## config.mk

```make
export PLATFORM = sky130hd
export DESIGN_NAME = apb_master_if
export DESIGN_NICKNAME = d
export VERILOG_FILES = /design/src/rtl/apb_pkg.sv /design/src/rtl/apb_timeout_cnt.sv /design/src/rtl/apb_master_if.sv
export SDC_FILE = /design/constraint.sdc
export NUM_CORES = 1
export LEC_CHECK = 0
export ABC_AREA = 1
export CAP_MARGIN = 20
export CORE_MARGIN = 4
export CORE_UTILIZATION = 45
export CTS_CLUSTER_DIAMETER = 150
export DETAILED_ROUTE_END_ITERATION = 6
export PLACE_DENSITY_LB_ADDON = 0.25
export SYNTH_ARGS = -nofsm -noshare
export SYNTH_HDL_FRONTEND = slang
export SYNTH_SLANG_ARGS = --single-unit
```

## constraint.sdc

```tcl
create_clock -name apb_clk_in -period 2.7 [get_ports apb_clk_in]
set_input_delay 0.54 -clock apb_clk_in [delete_from_list [all_inputs] [get_ports apb_clk_in]]
set_output_delay 0.54 -clock apb_clk_in [all_outputs]
set_load 0.05 [all_outputs]
```

## src/rtl/apb_pkg.sv

```systemverilog
// Shared APB definitions for the master and slave interface blocks.
package apb_pkg;

  // Bus-phase state encoding used by both APB endpoints.
  typedef enum logic [1:0] {
    StIdle   = 2'd0,
    StSetup  = 2'd1,
    StAccess = 2'd2
  } apb_state_e;

  // PPROT bit positions.
  localparam int unsigned APB_PROT_PRIV_BIT  = 0;
  localparam int unsigned APB_PROT_NS_BIT    = 1;
  localparam int unsigned APB_PROT_INSTR_BIT = 2;

  // Number of byte lanes for a given data width.
  function automatic int unsigned strb_width(input int unsigned data_width);
    return data_width / 8;
  endfunction

endpackage

```

## src/rtl/apb_timeout_cnt.sv

```systemverilog
// Saturating wait-state counter; flags the last permitted wait cycle.
module apb_timeout_cnt #(
  parameter int unsigned TIMEOUT_CYCLE = 16
) (
  input  logic apb_clk_in,
  input  logic apb_rstn_in,
  input  logic clear_in,
  input  logic enable_in,
  output logic expired_out
);

  localparam int unsigned CNT_W = (TIMEOUT_CYCLE > 0) ? $clog2(TIMEOUT_CYCLE + 1) : 1;
  localparam logic [CNT_W-1:0] CNT_MAX = {CNT_W{1'b1}};

  logic [CNT_W-1:0] r_cnt;

  // Count wait cycles; clear has priority, never wrap past all-ones.
  always_ff @(posedge apb_clk_in or negedge apb_rstn_in) begin
    if (!apb_rstn_in) begin
      r_cnt <= '0;
    end else if (clear_in) begin
      r_cnt <= '0;
    end else if (enable_in && (r_cnt != CNT_MAX)) begin
      r_cnt <= r_cnt + 1'b1;
    end
  end

  generate
    if (TIMEOUT_CYCLE == 0) begin : g_no_timeout
      // Timeout disabled: keep the counter observable but never expire.
      logic w_unused;
      assign w_unused    = ^r_cnt;
      assign expired_out = 1'b0;
    end else begin : g_timeout
      localparam logic [CNT_W-1:0] CNT_LAST = CNT_W'(TIMEOUT_CYCLE - 1);
      // High during the final wait cycle before the transfer is abandoned.
      assign expired_out = (r_cnt == CNT_LAST);
    end
  endgenerate

endmodule

```

## src/rtl/apb_master_if.sv

```systemverilog
// APB3/APB4 initiator: one outstanding single-beat transfer, with timeout.
module apb_master_if
  import apb_pkg::*;
#(
  parameter  int unsigned APB_DATA_WIDTH = 32,
  parameter  int unsigned APB_ADDR_WIDTH = 32,
  parameter  int unsigned TIMEOUT_CYCLE  = 16,
  localparam int unsigned STRB_WIDTH     = strb_width(APB_DATA_WIDTH)
) (
  input  logic                      apb_clk_in,
  input  logic                      apb_rstn_in,
  // Requester side
  input  logic                      req_valid_in,
  output logic                      req_ready_out,
  input  logic [APB_ADDR_WIDTH-1:0] req_addr_in,
  input  logic                      req_write_in,
  input  logic [APB_DATA_WIDTH-1:0] req_wdata_in,
  input  logic [STRB_WIDTH-1:0]     req_strb_in,
  input  logic [2:0]                req_prot_in,
  output logic                      rsp_valid_out,
  output logic [APB_DATA_WIDTH-1:0] rsp_rdata_out,
  output logic                      rsp_error_out,
  output logic                      rsp_timeout_out,
  // APB side
  output logic [APB_ADDR_WIDTH-1:0] apb_addr_out,
  output logic                      apb_psel_out,
  output logic                      apb_penable_out,
  output logic                      apb_write_out,
  output logic [APB_DATA_WIDTH-1:0] apb_wdata_out,
  output logic [STRB_WIDTH-1:0]     apb_strb_out,
  output logic [2:0]                apb_prot_out,
  input  logic                      apb_ready_in,
  input  logic [APB_DATA_WIDTH-1:0] apb_rdata_in,
  input  logic                      apb_slverr_in
);

  apb_state_e                r_state;
  logic                      r_out_of_rst;
  logic [APB_ADDR_WIDTH-1:0] r_addr;
  logic                      r_psel;
  logic                      r_penable;
  logic                      r_write;
  logic [APB_DATA_WIDTH-1:0] r_wdata;
  logic [STRB_WIDTH-1:0]     r_strb;
  logic [2:0]                r_prot;
  logic                      r_rsp_valid;
  logic [APB_DATA_WIDTH-1:0] r_rsp_rdata;
  logic                      r_rsp_error;
  logic                      r_rsp_timeout;

  logic w_cnt_clear;
  logic w_cnt_enable;
  logic w_expired;
  logic w_accept;

  // Stays low while reset is held so ready only rises after the first edge out of reset.
  always_ff @(posedge apb_clk_in or negedge apb_rstn_in) begin
    if (!apb_rstn_in) begin
      r_out_of_rst <= 1'b0;
    end else begin
      r_out_of_rst <= 1'b1;
    end
  end

  assign req_ready_out = (r_state == StIdle) && r_out_of_rst;
  assign w_accept      = req_valid_in && req_ready_out;

  assign w_cnt_clear  = (r_state == StSetup);
  assign w_cnt_enable = (r_state == StAccess) && !apb_ready_in;

  apb_timeout_cnt #(
    .TIMEOUT_CYCLE (TIMEOUT_CYCLE)
  ) u_timeout_cnt (
    .apb_clk_in  (apb_clk_in),
    .apb_rstn_in (apb_rstn_in),
    .clear_in    (w_cnt_clear),
    .enable_in   (w_cnt_enable),
    .expired_out (w_expired)
  );

  // Transfer FSM with all bus and response outputs registered.
  always_ff @(posedge apb_clk_in or negedge apb_rstn_in) begin
    if (!apb_rstn_in) begin
      r_state       <= StIdle;
      r_addr        <= '0;
      r_psel        <= 1'b0;
      r_penable     <= 1'b0;
      r_write       <= 1'b0;
      r_wdata       <= '0;
      r_strb        <= '0;
      r_prot        <= '0;
      r_rsp_valid   <= 1'b0;
      r_rsp_rdata   <= '0;
      r_rsp_error   <= 1'b0;
      r_rsp_timeout <= 1'b0;
    end else begin
      r_rsp_valid <= 1'b0;
      unique case (r_state)
        StIdle: begin
          r_psel    <= 1'b0;
          r_penable <= 1'b0;
          if (w_accept) begin
            r_addr  <= req_addr_in;
            r_write <= req_write_in;
            r_prot  <= req_prot_in;
            // Reads present no write data and no active byte lanes.
            r_wdata <= req_write_in ? req_wdata_in : '0;
            r_strb  <= req_write_in ? req_strb_in : '0;
            r_psel  <= 1'b1;
            r_state <= StSetup;
          end
        end
        StSetup: begin
          r_penable <= 1'b1;
          r_state   <= StAccess;
        end
        StAccess: begin
          // PREADY on the last counted cycle wins over the timeout.
          if (apb_ready_in) begin
            r_psel        <= 1'b0;
            r_penable     <= 1'b0;
            r_rsp_valid   <= 1'b1;
            r_rsp_rdata   <= (!r_write && !apb_slverr_in) ? apb_rdata_in : '0;
            r_rsp_error   <= apb_slverr_in;
            r_rsp_timeout <= 1'b0;
            r_state       <= StIdle;
          end else if (w_expired) begin
            r_psel        <= 1'b0;
            r_penable     <= 1'b0;
            r_rsp_valid   <= 1'b1;
            r_rsp_rdata   <= '0;
            r_rsp_error   <= 1'b1;
            r_rsp_timeout <= 1'b1;
            r_state       <= StIdle;
          end
        end
        default: begin
          r_psel    <= 1'b0;
          r_penable <= 1'b0;
          r_state   <= StIdle;
        end
      endcase
    end
  end

  assign apb_addr_out    = r_addr;
  assign apb_psel_out    = r_psel;
  assign apb_penable_out = r_penable;
  assign apb_write_out   = r_write;
  assign apb_wdata_out   = r_wdata;
  assign apb_strb_out    = r_strb;
  assign apb_prot_out    = r_prot;
  assign rsp_valid_out   = r_rsp_valid;
  assign rsp_rdata_out   = r_rsp_rdata;
  assign rsp_error_out   = r_rsp_error;
  assign rsp_timeout_out = r_rsp_timeout;

endmodule

```

==> metrics.csv <==
metric;value;unit
final setup TNS;0;ns
vias in the first global route;4307;
#FFs+latches synth;117;
via/cell ratio;4.735;
Power Density;1025;nW/um^2
library cells used by synthesis;23;
most used routing layer;met2;
Startpoint Class;register;
Mapped Cells;508;
Seq/Total Area, Yosys;0.6143;
Die ar.;12300;sq um
CP endpoint kind;output port;
Hold Vio Cnt, Final;0;
synth top area cells;dfrtp_1 (61%), nand2_1 (18%), nand3b_1 (5.0%);
hold worst-path end;rsp_rdata_out[2];
Worst-Margin Slew;0.9136;ns
top cells by count, synth;nand2_1 (224), dfrtp_1 (117), inv_1 (44), nand3b_1 (32), o21ai_1 (26);
io pins;219;
Die Y;110.9;um
DRC errors left;0;
multi-input logic area;1453;sq um
CTS H-tree lvls;4;
met1 track demand over resource;0.2584;
Worst-Skew Late Latency;0.51;ns
R2R depth;3;
RSZ-0062 raised after global routing;false;
Final nets;842;
top-count cell post-synth;nand2_1;
met3 GRT Util;0.09170;
Post-Syn Area;4766;sq um
Yosys warning count;0;
worst hold path type;register to register;
drt pass-1 iters;4;
fin crit share;0.9557;
TritonCTS Buffers;17;
Reg area;2928;sq um
reg2reg end;apb_wdata_out[31];
remaining global-route overflow;0;
top cell type's share of synthesized area;0.6143;
syn_nets;620;
Leak;3.779;nW
EDFF count, synth;0;
HP Start;rsp_rdata_out[2];
Worst VDD drop;551.3;uV
final WL;13.32;mm
final setup violation count;0;
Via Count;4157;
clk buf depth;2;
Clock Skew;0.009033;ns
Die W;110.9;um
Cell Chain, Critical Path;nor3b_2 -> clkdlybuf4s50_1;
Worst Path Arrival;2.04;ns
Ant. Diodes;0;
# resized after CTS;0;
GR Layer Usage met2;0.3600;
achievable frequency;0.3875;GHz
clk root buf;clkbuf_8;
crit path time final;2.581;ns
layout cells sized above 1;0.06199;
first-pass GRT wire length;21.63;mm
hold buffers post-CTS;1;
layout filler cell count;740;
largest net degree at the start of global routing;74;
Site Rows;37;
placer congestion estimate;0.7834;
Critical Path RT;2.16;ns
post-synth top area cell;dfrtp_1;
ys async rst share;1.000;
Slew Viols, Final;0;
Initial Utilization;0.4616;
RR Startpoint;r_state[0];
total power;0.007877;W
hpwl dp;9.478;mm
main flop type after synthesis;dfrtp_1;
relative slew slack;0.3895;
CTS tree;built;
core footprint;10320;sq um
Port Buf Inserts;218;
Area growth syn-to-layout;61.20;%
largest stage delay on the critical path;0.85;ns
clock sinks;117;
Post-CTS Setup Inserts;0;
Crit-path slowest cell;clkdlybuf4s50_1;
GR Util All Layers;0.2186;
Clk pin slew, worst setup/hold paths;0.05;ns
initial antenna violation count;0;
max cap viols;0;
Setup CP Type;register to output port;
antenna-violating nets left;0;
status;finished clean;
WHS Path Cells;2;
number of DRC markers in iteration 0;292;
Avg Cell Area, Syn;9.382;sq um
R2R Setup Slk;0.81;ns
Worst Path Max Fanout;5;
wire per inst;15.17;um
layout make-up:
type | count | share of cell area
well taps | 136 | 0.02215
clock inverters | 8 | 0.02508
repair buffers | 226 | 0.2967
clock buffers | 23 | 0.06336
flip-flops and latches | 117 | 0.3811
multi-input cells | 322 | 0.1891
inverters | 46 | 0.02248
metrics by stage:
step,utilization,worst slack (ns),instances,cell area (sq um),hold slack [ns]
after floorplan,-,0.8613,508,4766,0.2444
after global placement,0.6774,0.4036,846,6993,0.4586
after detailed placement,0.6774,0.3403,846,6993,0.4639
after CTS,0.7442,0.08881,878,7682,0.4797
after global routing,0.7442,0.03235,878,7682,0.4958
final,0.7442,0.1195,878,7682,0.4751
layer usage:
metal | part of all wire | vias to the layer above
met4 | 0.017 | 0
met1 | 0.40 | 1948
met3 | 0.092 | 15
met5 | 0 | -
met2 | 0.49 | 192
li1 | - | 2002
kinds of logic (layout without fill, tap and decap cells):
group,Yosys count,count (layout),share of synthesized area
AND/OR/NAND/NOR,275,275,0.2499
AO/OA/AOI/OAI,43,43,0.04621
buffers and inverters,69,303,0.08086
flip-flops,117,117,0.6143
other,1,1,0.0007869
adder cells (fa/ha/maj),3,3,0.007877
registers in the layout, summed over array words and instances, names as in the netlist, 2 cells and up:
signal	count
u_timeout_cnt.r_cnt	5
apb_wdata_out	32
apb_strb_out	4
r_state	2
rsp_rdata_out	32
apb_prot_out	3
apb_addr_out	32
where the power goes:
group          leakage (nW)  internal, W  switching [W]
sequential             1.52      0.00215       0.000234
clock                 0.330      0.00180       0.000750
combinational          1.93     0.000996        0.00194
total                  3.78      0.00495        0.00293
worst max-delay path by stage:
stage	startpoint	to	slack, ns	depth (start not counted)
floorplan	r_state[0]	apb_strb_out[0]	0.86	6
global placement	req_valid_in	apb_wdata_out[31]	0.40	3
detailed placement	req_valid_in	apb_wdata_out[31]	0.34	3
CTS	r_state[0]	req_ready_out	0.09	2
global route	r_state[0]	req_ready_out	0.03	2
finish	r_state[0]	req_ready_out	0.12	2
worst max-delay path: cells and delay by family, from the launching register on:
kind                   cells  cell delay, ns
buffers and inverters      1            0.85
and+or+nand+nor            1            0.26
DFF                        1            0.42
cells in the final DEF (no fill, tap or decap), types with 2 or more instances in the layout:
cell	instances
nand2_1	224
clkdlybuf4s50_1	217
dfrtp_1	117
inv_1	44
nand3b_1	32
o21ai_1	26
clkbuf_16	16
o21ai_0	14
nor2_1	11
clkbuf_8	6
bufinv_16	6
buf_4	5
nand3_1	3
ha_1	3
buf_12	3
inv_2	2
Power figures use the tool's default switching activity.
